`config.mk`:
```
export PLATFORM = sky130hd
export DESIGN_NAME = rv_mc_ctrl_hs_flat
export DESIGN_NICKNAME = d
export VERILOG_FILES = /design/src/rtl/rv_mc_ctrl_hs_if.sv /design/src/rtl/rv_mc_ctrl_hs.sv /design/src/flat_wrapper.sv
export SDC_FILE = /design/constraint.sdc
export NUM_CORES = 1
export LEC_CHECK = 0
export ABC_AREA = 1
export BUFFER_PORTS_ARGS = -buffer_cell sky130_fd_sc_hd__buf_2
export CAP_MARGIN = 10
export CORE_UTILIZATION = 35
export CTS_BUF_LIST = sky130_fd_sc_hd__clkbuf_8
export DETAILED_ROUTE_END_ITERATION = 7
export PLACE_DENSITY = 0.59
export SETUP_SLACK_MARGIN = 0.3
export SLEW_MARGIN = 20
export SYNTH_ARGS = -nofsm -noshare
export SYNTH_HDL_FRONTEND = slang
export SYNTH_SLANG_ARGS = --single-unit
export TNS_END_PERCENT = 100
```
`constraint.sdc`:
```
create_clock -name clk -period 2.4 [get_ports clk]
set_input_delay 0.48 -clock clk [delete_from_list [all_inputs] [get_ports clk]]
set_output_delay 0.48 -clock clk [all_outputs]
set_load 0.005 [all_outputs]
```
`src/rtl/rv_mc_ctrl_hs_if.sv`:
```
// Control bus between the multicycle controller and its datapath and memory.
// master is the controller side; slave is the datapath/memory side.
interface rv_mc_ctrl_hs_if #(
    parameter int CNT_W = 32
);
    logic [6:0]       op;
    logic [2:0]       funct3;
    logic             funct7b5;
    logic             zero;
    logic             lt;
    logic             ltu;
    logic             mem_ready;
    logic             mem_req;
    logic [1:0]       sel_alu_src_a;
    logic [1:0]       sel_alu_src_b;
    logic [1:0]       sel_result;
    logic             sel_mem_addr;
    logic [2:0]       sel_ext;
    logic [3:0]       alu_control;
    logic             we_mem;
    logic             we_pc;
    logic             we_ir;
    logic             we_rf;
    logic             bus_err;
    logic             trap;
    logic [CNT_W-1:0] instret;

    modport master (
        input  op, funct3, funct7b5, zero, lt, ltu, mem_ready,
        output mem_req, sel_alu_src_a, sel_alu_src_b, sel_result, sel_mem_addr,
               sel_ext, alu_control, we_mem, we_pc, we_ir, we_rf,
               bus_err, trap, instret
    );

    modport slave (
        output op, funct3, funct7b5, zero, lt, ltu, mem_ready,
        input  mem_req, sel_alu_src_a, sel_alu_src_b, sel_result, sel_mem_addr,
               sel_ext, alu_control, we_mem, we_pc, we_ir, we_rf,
               bus_err, trap, instret
    );
endinterface

```
`src/rtl/rv_mc_ctrl_hs.sv`:
```
// Multicycle RV32I controller with req/ready memory handshake, wait watchdog and instret.
// Define RV_MC_ILLEGAL_TRAP_EN to trap unknown opcodes; otherwise they retire as NOPs.
module rv_mc_ctrl_hs #(
    parameter int MEM_TIMEOUT = 0,
    parameter int TMO_W       = 8,
    parameter int CNT_W       = 32
) (
    input  logic                 clk,
    input  logic                 rst,
    rv_mc_ctrl_hs_if.master      bus
);
    typedef enum logic [4:0] {
        FETCH, DECODE, MEMADR, MEMREAD, MEMWB, MEMWRITE, EXECR, EXECI, ALUWB,
        BRANCH, JAL, JALR, JALR2, LUI, AUIPC, ILLEGAL, ERROR
    } state_t;

    localparam logic [6:0] OP_LOAD  = 7'b0000011;
    localparam logic [6:0] OP_STORE = 7'b0100011;
    localparam logic [6:0] OP_R     = 7'b0110011;
    localparam logic [6:0] OP_I     = 7'b0010011;
    localparam logic [6:0] OP_BR    = 7'b1100011;
    localparam logic [6:0] OP_JAL   = 7'b1101111;
    localparam logic [6:0] OP_JALR  = 7'b1100111;
    localparam logic [6:0] OP_LUI   = 7'b0110111;
    localparam logic [6:0] OP_AUIPC = 7'b0010111;

    localparam logic [3:0] ALU_ADD  = 4'd0;
    localparam logic [3:0] ALU_SUB  = 4'd1;
    localparam logic [3:0] ALU_AND  = 4'd2;
    localparam logic [3:0] ALU_OR   = 4'd3;
    localparam logic [3:0] ALU_XOR  = 4'd4;
    localparam logic [3:0] ALU_SLT  = 4'd5;
    localparam logic [3:0] ALU_SLTU = 4'd6;
    localparam logic [3:0] ALU_SLL  = 4'd7;
    localparam logic [3:0] ALU_SRL  = 4'd8;
    localparam logic [3:0] ALU_SRA  = 4'd9;

    localparam logic [2:0] EXT_I = 3'b000;
    localparam logic [2:0] EXT_S = 3'b001;
    localparam logic [2:0] EXT_B = 3'b010;
    localparam logic [2:0] EXT_J = 3'b011;
    localparam logic [2:0] EXT_U = 3'b100;

    localparam logic [TMO_W-1:0] TMO_LIM = TMO_W'(MEM_TIMEOUT);

    state_t           state, state_n;
    logic [TMO_W-1:0] wait_cnt;
    logic [CNT_W-1:0] instret_q;
    logic             bus_err_q;
    logic             timeout;

    // Immediate forms never subtract; funct7b5 only picks arithmetic right shift there.
    function automatic logic [3:0] alu_dec(input logic [2:0] f3, input logic f7b5,
                                           input logic is_reg);
        case (f3)
            3'b000:  alu_dec = (is_reg && f7b5) ? ALU_SUB : ALU_ADD;
            3'b001:  alu_dec = ALU_SLL;
            3'b010:  alu_dec = ALU_SLT;
            3'b011:  alu_dec = ALU_SLTU;
            3'b100:  alu_dec = ALU_XOR;
            3'b101:  alu_dec = f7b5 ? ALU_SRA : ALU_SRL;
            3'b110:  alu_dec = ALU_OR;
            default: alu_dec = ALU_AND;
        endcase
    endfunction

    function automatic logic br_cond(input logic [2:0] f3, input logic z,
                                     input logic l, input logic lu);
        case (f3)
            3'b000:  br_cond = z;
            3'b001:  br_cond = !z;
            3'b100:  br_cond = l;
            3'b101:  br_cond = !l;
            3'b110:  br_cond = lu;
            3'b111:  br_cond = !lu;
            default: br_cond = 1'b0;
        endcase
    endfunction

    assign timeout = (MEM_TIMEOUT != 0) && (wait_cnt == TMO_LIM) && !bus.mem_ready;

    always_ff @(posedge clk) begin
        if (rst) begin
            state <= FETCH;
        end else begin
            state <= state_n;
        end
    end

    always_comb begin
        state_n           = state;
        bus.mem_req       = 1'b0;
        bus.sel_alu_src_a = 2'b00;
        bus.sel_alu_src_b = 2'b00;
        bus.sel_result    = 2'b00;
        bus.sel_mem_addr  = 1'b0;
        bus.sel_ext       = EXT_I;
        bus.alu_control   = ALU_ADD;
        bus.we_mem        = 1'b0;
        bus.we_pc         = 1'b0;
        bus.we_ir         = 1'b0;
        bus.we_rf         = 1'b0;
        case (state)
            FETCH: begin
                bus.mem_req       = 1'b1;
                bus.sel_alu_src_b = 2'b10;
                bus.sel_result    = 2'b10;
                if (timeout) begin
                    state_n = ERROR;
                end else if (bus.mem_ready) begin
                    bus.we_ir = 1'b1;
                    bus.we_pc = 1'b1;
                    state_n   = DECODE;
                end
            end
            DECODE: begin
                bus.sel_alu_src_a = 2'b01;
                bus.sel_alu_src_b = 2'b01;
                bus.sel_ext       = (bus.op == OP_JAL) ? EXT_J : EXT_B;
                case (bus.op)
                    OP_LOAD, OP_STORE: state_n = MEMADR;
                    OP_R:              state_n = EXECR;
                    OP_I:              state_n = EXECI;
                    OP_BR:             state_n = BRANCH;
                    OP_JAL:            state_n = JAL;
                    OP_JALR:           state_n = JALR;
                    OP_LUI:            state_n = LUI;
                    OP_AUIPC:          state_n = AUIPC;
                    default:           state_n = ILLEGAL;
                endcase
            end
            MEMADR: begin
                bus.sel_alu_src_a = 2'b10;
                bus.sel_alu_src_b = 2'b01;
                bus.sel_ext       = (bus.op == OP_STORE) ? EXT_S : EXT_I;
                state_n           = (bus.op == OP_STORE) ? MEMWRITE : MEMREAD;
            end
            MEMREAD: begin
                bus.mem_req      = 1'b1;
                bus.sel_mem_addr = 1'b1;
                if (timeout)             state_n = ERROR;
                else if (bus.mem_ready)  state_n = MEMWB;
            end
            MEMWB: begin
                bus.sel_result = 2'b01;
                bus.we_rf      = 1'b1;
                state_n        = FETCH;
            end
            MEMWRITE: begin
                bus.mem_req      = 1'b1;
                bus.we_mem       = 1'b1;
                bus.sel_mem_addr = 1'b1;
                if (timeout)             state_n = ERROR;
                else if (bus.mem_ready)  state_n = FETCH;
            end
            EXECR: begin
                bus.sel_alu_src_a = 2'b10;
                bus.alu_control   = alu_dec(bus.funct3, bus.funct7b5, 1'b1);
                state_n           = ALUWB;
            end
            EXECI: begin
                bus.sel_alu_src_a = 2'b10;
                bus.sel_alu_src_b = 2'b01;
                bus.alu_control   = alu_dec(bus.funct3, bus.funct7b5, 1'b0);
                state_n           = ALUWB;
            end
            ALUWB: begin
                bus.we_rf = 1'b1;
                state_n   = FETCH;
            end
            BRANCH: begin
                bus.sel_alu_src_a = 2'b10;
                bus.alu_control   = ALU_SUB;
                bus.we_pc         = br_cond(bus.funct3, bus.zero, bus.lt, bus.ltu);
                state_n           = FETCH;
            end
            JAL, JALR2: begin
                bus.sel_alu_src_a = 2'b01;
                bus.sel_alu_src_b = 2'b10;
                bus.we_pc         = 1'b1;
                state_n           = ALUWB;
            end
            JALR: begin
                bus.sel_alu_src_a = 2'b10;
                bus.sel_alu_src_b = 2'b01;
                state_n           = JALR2;
            end
            LUI: begin
                bus.sel_alu_src_a = 2'b11;
                bus.sel_alu_src_b = 2'b01;
                bus.sel_ext       = EXT_U;
                state_n           = ALUWB;
            end
            AUIPC: begin
                bus.sel_alu_src_a = 2'b01;
                bus.sel_alu_src_b = 2'b01;
                bus.sel_ext       = EXT_U;
                state_n           = ALUWB;
            end
            ILLEGAL: begin
`ifdef RV_MC_ILLEGAL_TRAP_EN
                state_n = ERROR;
`else
                state_n = FETCH;
`endif
            end
            ERROR:   state_n = ERROR;
            default: state_n = FETCH;
        endcase
    end

    // Any state change (including entering a request state) or a ready restarts the wait count.
    always_ff @(posedge clk) begin
        if (rst) begin
            wait_cnt <= '0;
        end else if ((state_n != state) || bus.mem_ready) begin
            wait_cnt <= '0;
        end else if (bus.mem_req) begin
            wait_cnt <= wait_cnt + 1'b1;
        end
    end

    always_ff @(posedge clk) begin
        if (rst) begin
            instret_q <= '0;
            bus_err_q <= 1'b0;
        end else begin
            if ((state_n == FETCH) && (state != FETCH)) begin
                instret_q <= instret_q + CNT_W'(1);
            end
            if (bus.mem_req && timeout) begin
                bus_err_q <= 1'b1;
            end
        end
    end

    assign bus.instret = instret_q;
    assign bus.bus_err = bus_err_q;

`ifdef RV_MC_ILLEGAL_TRAP_EN
    logic trap_q;

    always_ff @(posedge clk) begin
        if (rst) begin
            trap_q <= 1'b0;
        end else if (state == ILLEGAL) begin
            trap_q <= 1'b1;
        end
    end

    assign bus.trap = trap_q;
`else
    assign bus.trap = 1'b0;
`endif
endmodule

```
`src/flat_wrapper.sv`:
```
// flat-port wrapper written by rule: the top's interface ports become plain ports
module rv_mc_ctrl_hs_flat 
#(
    parameter int MEM_TIMEOUT = 0,
    parameter int TMO_W       = 8,
    parameter int CNT_W       = 32
)
  (clk, rst, bus_op, bus_funct3, bus_funct7b5, bus_zero, bus_lt, bus_ltu, bus_mem_ready, bus_mem_req, bus_sel_alu_src_a, bus_sel_alu_src_b, bus_sel_result, bus_sel_mem_addr, bus_sel_ext, bus_alu_control, bus_we_mem, bus_we_pc, bus_we_ir, bus_we_rf, bus_bus_err, bus_trap, bus_instret);
  rv_mc_ctrl_hs_if #(.CNT_W(CNT_W)) bus_i ();
  input  logic clk;
  input  logic rst;
  input wire logic [$bits(bus_i.op)-1:0] bus_op;
  input wire logic [$bits(bus_i.funct3)-1:0] bus_funct3;
  input wire logic [$bits(bus_i.funct7b5)-1:0] bus_funct7b5;
  input wire logic [$bits(bus_i.zero)-1:0] bus_zero;
  input wire logic [$bits(bus_i.lt)-1:0] bus_lt;
  input wire logic [$bits(bus_i.ltu)-1:0] bus_ltu;
  input wire logic [$bits(bus_i.mem_ready)-1:0] bus_mem_ready;
  output wire logic [$bits(bus_i.mem_req)-1:0] bus_mem_req;
  output wire logic [$bits(bus_i.sel_alu_src_a)-1:0] bus_sel_alu_src_a;
  output wire logic [$bits(bus_i.sel_alu_src_b)-1:0] bus_sel_alu_src_b;
  output wire logic [$bits(bus_i.sel_result)-1:0] bus_sel_result;
  output wire logic [$bits(bus_i.sel_mem_addr)-1:0] bus_sel_mem_addr;
  output wire logic [$bits(bus_i.sel_ext)-1:0] bus_sel_ext;
  output wire logic [$bits(bus_i.alu_control)-1:0] bus_alu_control;
  output wire logic [$bits(bus_i.we_mem)-1:0] bus_we_mem;
  output wire logic [$bits(bus_i.we_pc)-1:0] bus_we_pc;
  output wire logic [$bits(bus_i.we_ir)-1:0] bus_we_ir;
  output wire logic [$bits(bus_i.we_rf)-1:0] bus_we_rf;
  output wire logic [$bits(bus_i.bus_err)-1:0] bus_bus_err;
  output wire logic [$bits(bus_i.trap)-1:0] bus_trap;
  output wire logic [$bits(bus_i.instret)-1:0] bus_instret;
  assign bus_i.op = bus_op;
  assign bus_i.funct3 = bus_funct3;
  assign bus_i.funct7b5 = bus_funct7b5;
  assign bus_i.zero = bus_zero;
  assign bus_i.lt = bus_lt;
  assign bus_i.ltu = bus_ltu;
  assign bus_i.mem_ready = bus_mem_ready;
  assign bus_mem_req = bus_i.mem_req;
  assign bus_sel_alu_src_a = bus_i.sel_alu_src_a;
  assign bus_sel_alu_src_b = bus_i.sel_alu_src_b;
  assign bus_sel_result = bus_i.sel_result;
  assign bus_sel_mem_addr = bus_i.sel_mem_addr;
  assign bus_sel_ext = bus_i.sel_ext;
  assign bus_alu_control = bus_i.alu_control;
  assign bus_we_mem = bus_i.we_mem;
  assign bus_we_pc = bus_i.we_pc;
  assign bus_we_ir = bus_i.we_ir;
  assign bus_we_rf = bus_i.we_rf;
  assign bus_bus_err = bus_i.bus_err;
  assign bus_trap = bus_i.trap;
  assign bus_instret = bus_i.instret;
  rv_mc_ctrl_hs #(.MEM_TIMEOUT(MEM_TIMEOUT), .TMO_W(TMO_W), .CNT_W(CNT_W)) u_core (.clk(clk), .rst(rst), .bus(bus_i));
endmodule
```
==> impl_metrics.json <==
{
  "syn_area_per_cell_um2": 6.173,
  "top_layer_used": "met4",
  "num_rows": 31,
  "p_int_uw": 1516,
  "insertedDiodeCount": 0,
  "synth_edf_count": 0,
  "grt_overflow": 0,
  "antenna_found_initial": 0,
  "setup_viol": 0,
  "drt_iter0_markers": 278,
  "fin_crit_ns": 1.942,
  "io_buffers": 67,
  "clock_path_buffers": 2,
  "synth_top_area_share": 0.2733,
  "drive_above_1_share": 0.2283,
  "die_width_um": 90.00,
  "power_density_nw_per_um2": 852.2,
  "firstDrtPassIters": 5,
  "worstPathArrival_ns": 2.13,
  "required_ns": 2.59,
  "synth_top_area_cell": "dfxtp_1",
  "htree_levels": 2,
  "clkLatencyLatePin_ns": 0.29,
  "skew_ns": 0.004849,
  "m1WireLength_mm": 3.895,
  "relSlewSlack": 0.6449,
  "rsz0062_at_grt": "false",
  "synth_cell_types": 29,
  "grt_max_degree": 32,
  "p_sw_frac": 0.4664,
  "hold_violations": 0,
  "seq_area_frac_synth": 0.2733,
  "cts.sinks": 37,
  "cpPeakStageDelay_ns": 0.36,
  "vias": 3039,
  "root_buffer": "clkbuf_8",
  "ant_nets": 0,
  "gr-usage-all-layers": 0.1769,
  "ioPinCount": 70,
  "crit_chain": "inv_2 -> nand3_2 -> inv_2 -> nand2_1 -> a21oi_1 -> nor2_1 -> nand3_1 -> nor2_4 -> buf_12 -> nand2_8 -> inv_2 -> nor2_1 -> nor2_1",
  "syn_to_final_growth_pct": 23.04,
  "pwr-share-seq": 0.256,
  "slowest_stage": "dfxtp_2",
  "ir_drop_mv": 0.6064,
  "fin_crit_sh": 0.8092,
  "wl_met3_um": 379,
  "p_sw_uw": 1325,
  "clkTransAtPathRegs_ns": 0.07,
  "min_path_type": "reg -> reg",
  "cts_buffers": 5,
  "post-route-drc-count": 0,
  "dominantRegCellSynth": "dfxtp_1",
  "dieArea_um2": 8099,
  "ys_ff_latch": 37,
  "syn_area_um2": 2710,
  "ys_async_sr_fraction": 0,
  "whs_ns": 0.4972,
  "power_frac_comb": 0.590,
  "initial_core_util": 0.3677,
  "grt_pass1_vias": 2493,
  "nNetsFinal": 526,
  "critPathCaptureType": "flop",
  "worst-path-max-fanout": 31,
  "place.gp.congestion": 0.9905,
  "yosysWarnings": 0,
  "final_core_util": 0.4525,
  "slew_violations": 0,
  "viasPerCell": 5.007,
  "synthTopCellsByArea": "dfxtp_1 (27%), nand2_1 (16%), nand3_1 (10%)",
  "leakage_uw": 0.001494,
  "outcome": "complete, no violations",
  "path_class": "reg -> reg",
  "cap_violations": 0,
  "max_freq_mhz": 514.9,
  "worst_pin_slew_ns": 0.5277,
  "fin_tns_setup_ns": 0,
  "dr_wl_met2_mm": 3.176,
  "synthesis.instances": 439,
  "hold_buffers": 0,
  "grt_pass1_wl_mm": 12.02,
  "route.detailed.wl_per_inst_um": 12.36,
  "drt_wl_total_mm": 7.504,
  "clock_power_share": 0.155,
  "cp-start-kind": "flop",
  "cts_tree": "built",
  "core_um2": 7370,
  "die_h_um": 90.00,
  "dp_hpwl_mm": 5.734
}
==> Yosys cell counts, types with 3 or more instances <==
cell      number
nand2_1      119
nand3_1       55
nor2_1        53
a21oi_1       39
dfxtp_1       37
inv_1         26
xor2_1        19
nor3_1        17
buf_4         11
nand4_1       11
xnor2_1       11
inv_2          8
nor2_2         5
clkbuf_1       4
o21ai_0        4
nor4_1         3
==> cell families (layout without fill, tap and decap cells) <==
group / count (synthesis) / after routing / share of synthesized area
flops: 37 / 37 / 0.2733
simple gates: 271 / 271 / 0.4409
fa+ha+maj: 1 / 1 / 0.004616
xor+xnor: 30 / 30 / 0.09695
buf+inv: 50 / 118 / 0.08448
compound gates: 49 / 49 / 0.09834
other cells: 1 / 2 / 0.001384
==> power by group through the flow <==
stage | Clock (uW) | Sequential, uW | Combinational [uW]
after floorplan | 0 | 716 | 1050
final | 440 | 727 | 1680
after global placement | 0 | 726 | 1320
after CTS | 445 | 712 | 1350
after global routing | 461 | 734 | 1820
after detailed placement | 0 | 726 | 1330
==> path summary, 6_finish.rpt <==
path                                             start                     end  slack (ns)  cells past startpoint
worst max register to register         u_core.state[4]   u_core.bus.instret[0]        0.46                     13
worst min-delay path            u_core.bus.instret[31]  u_core.bus.instret[31]        0.50                      2
worst max-delay path                   u_core.state[4]   u_core.bus.instret[0]        0.46                     13
worst min register to register  u_core.bus.instret[31]  u_core.bus.instret[31]        0.50                      2
==> worst max-delay path: cells and delay by family, from the launching register on <==
family	cells	cell delay [ns]
AOI/OAI and AO/OA	1	0.22
DFF	1	0.36
and+or+nand+nor	8	0.83
buffers and inverters	4	0.42
==> metal layers <==
layer	up-vias	GRT usage
met5	-	0
li1	1577	-
met3	7	0.03299
met2	88	0.2506
met4	0	0.03226
met1	1367	0.2758
==> flip-flops by register name, summed over array words and instances (netlist names) <==
signal and count:
u_core.state 5, u_core.bus.instret 32
==> cell usage in the layout (no fill, tap or decap), types with 2 or more instances in the layout <==
cell type and count:
nand4_1 11, xnor2_1 11, o2111ai_1 2, o21ai_0 4, inv_1 27, nor2_4 3
nand3_2 3, nor3_1 15, buf_4 5, nor2_2 7, nor4_1 3, buf_6 2
buf_2 67, inv_2 8, nor3_2 3, nor2_1 50, xor2_1 19, dfxtp_2 4
nand3_1 53, nand3b_1 2, nand2_1 117, clkbuf_8 6, a21oi_1 39, dfxtp_1 33
conb_1 2, nand2_2 3
==> what timing repair did <==
action	4_1_cts	5_1_grt
gates resized for setup	1	19
setup buffers	0	2
setup endpoints to repair	32	38
pin swaps	0	1
cloned	0	1
==> area by class of cell <==
type / instances / area (um2)
sequential: 37 / 745.7
multi-input combinational: 353 / 1795
clock inverter: 1 / 3.754
clock buffer: 6 / 82.58
tap: 99 / 123.9
inverter: 34 / 127.6
fill: 792 / 4035
timing repair buffer: 77 / 455.4
==> per-stage QoR <==
stage	setup slack [ns]	cell area, um2	total power (uW)	instances
2_1_floorplan	0.6033	2714	1762	440
3_3_place_gp	0.1903	3124	2043	597
3_5_place_dp	0.09974	3124	2055	597
4_1_cts	0.3147	3216	2505	604
5_1_grt	0.2986	3334	3010	607
6_report	0.4580	3334	2842	607
No activity file was read; power rests on OpenSTA's default activity.
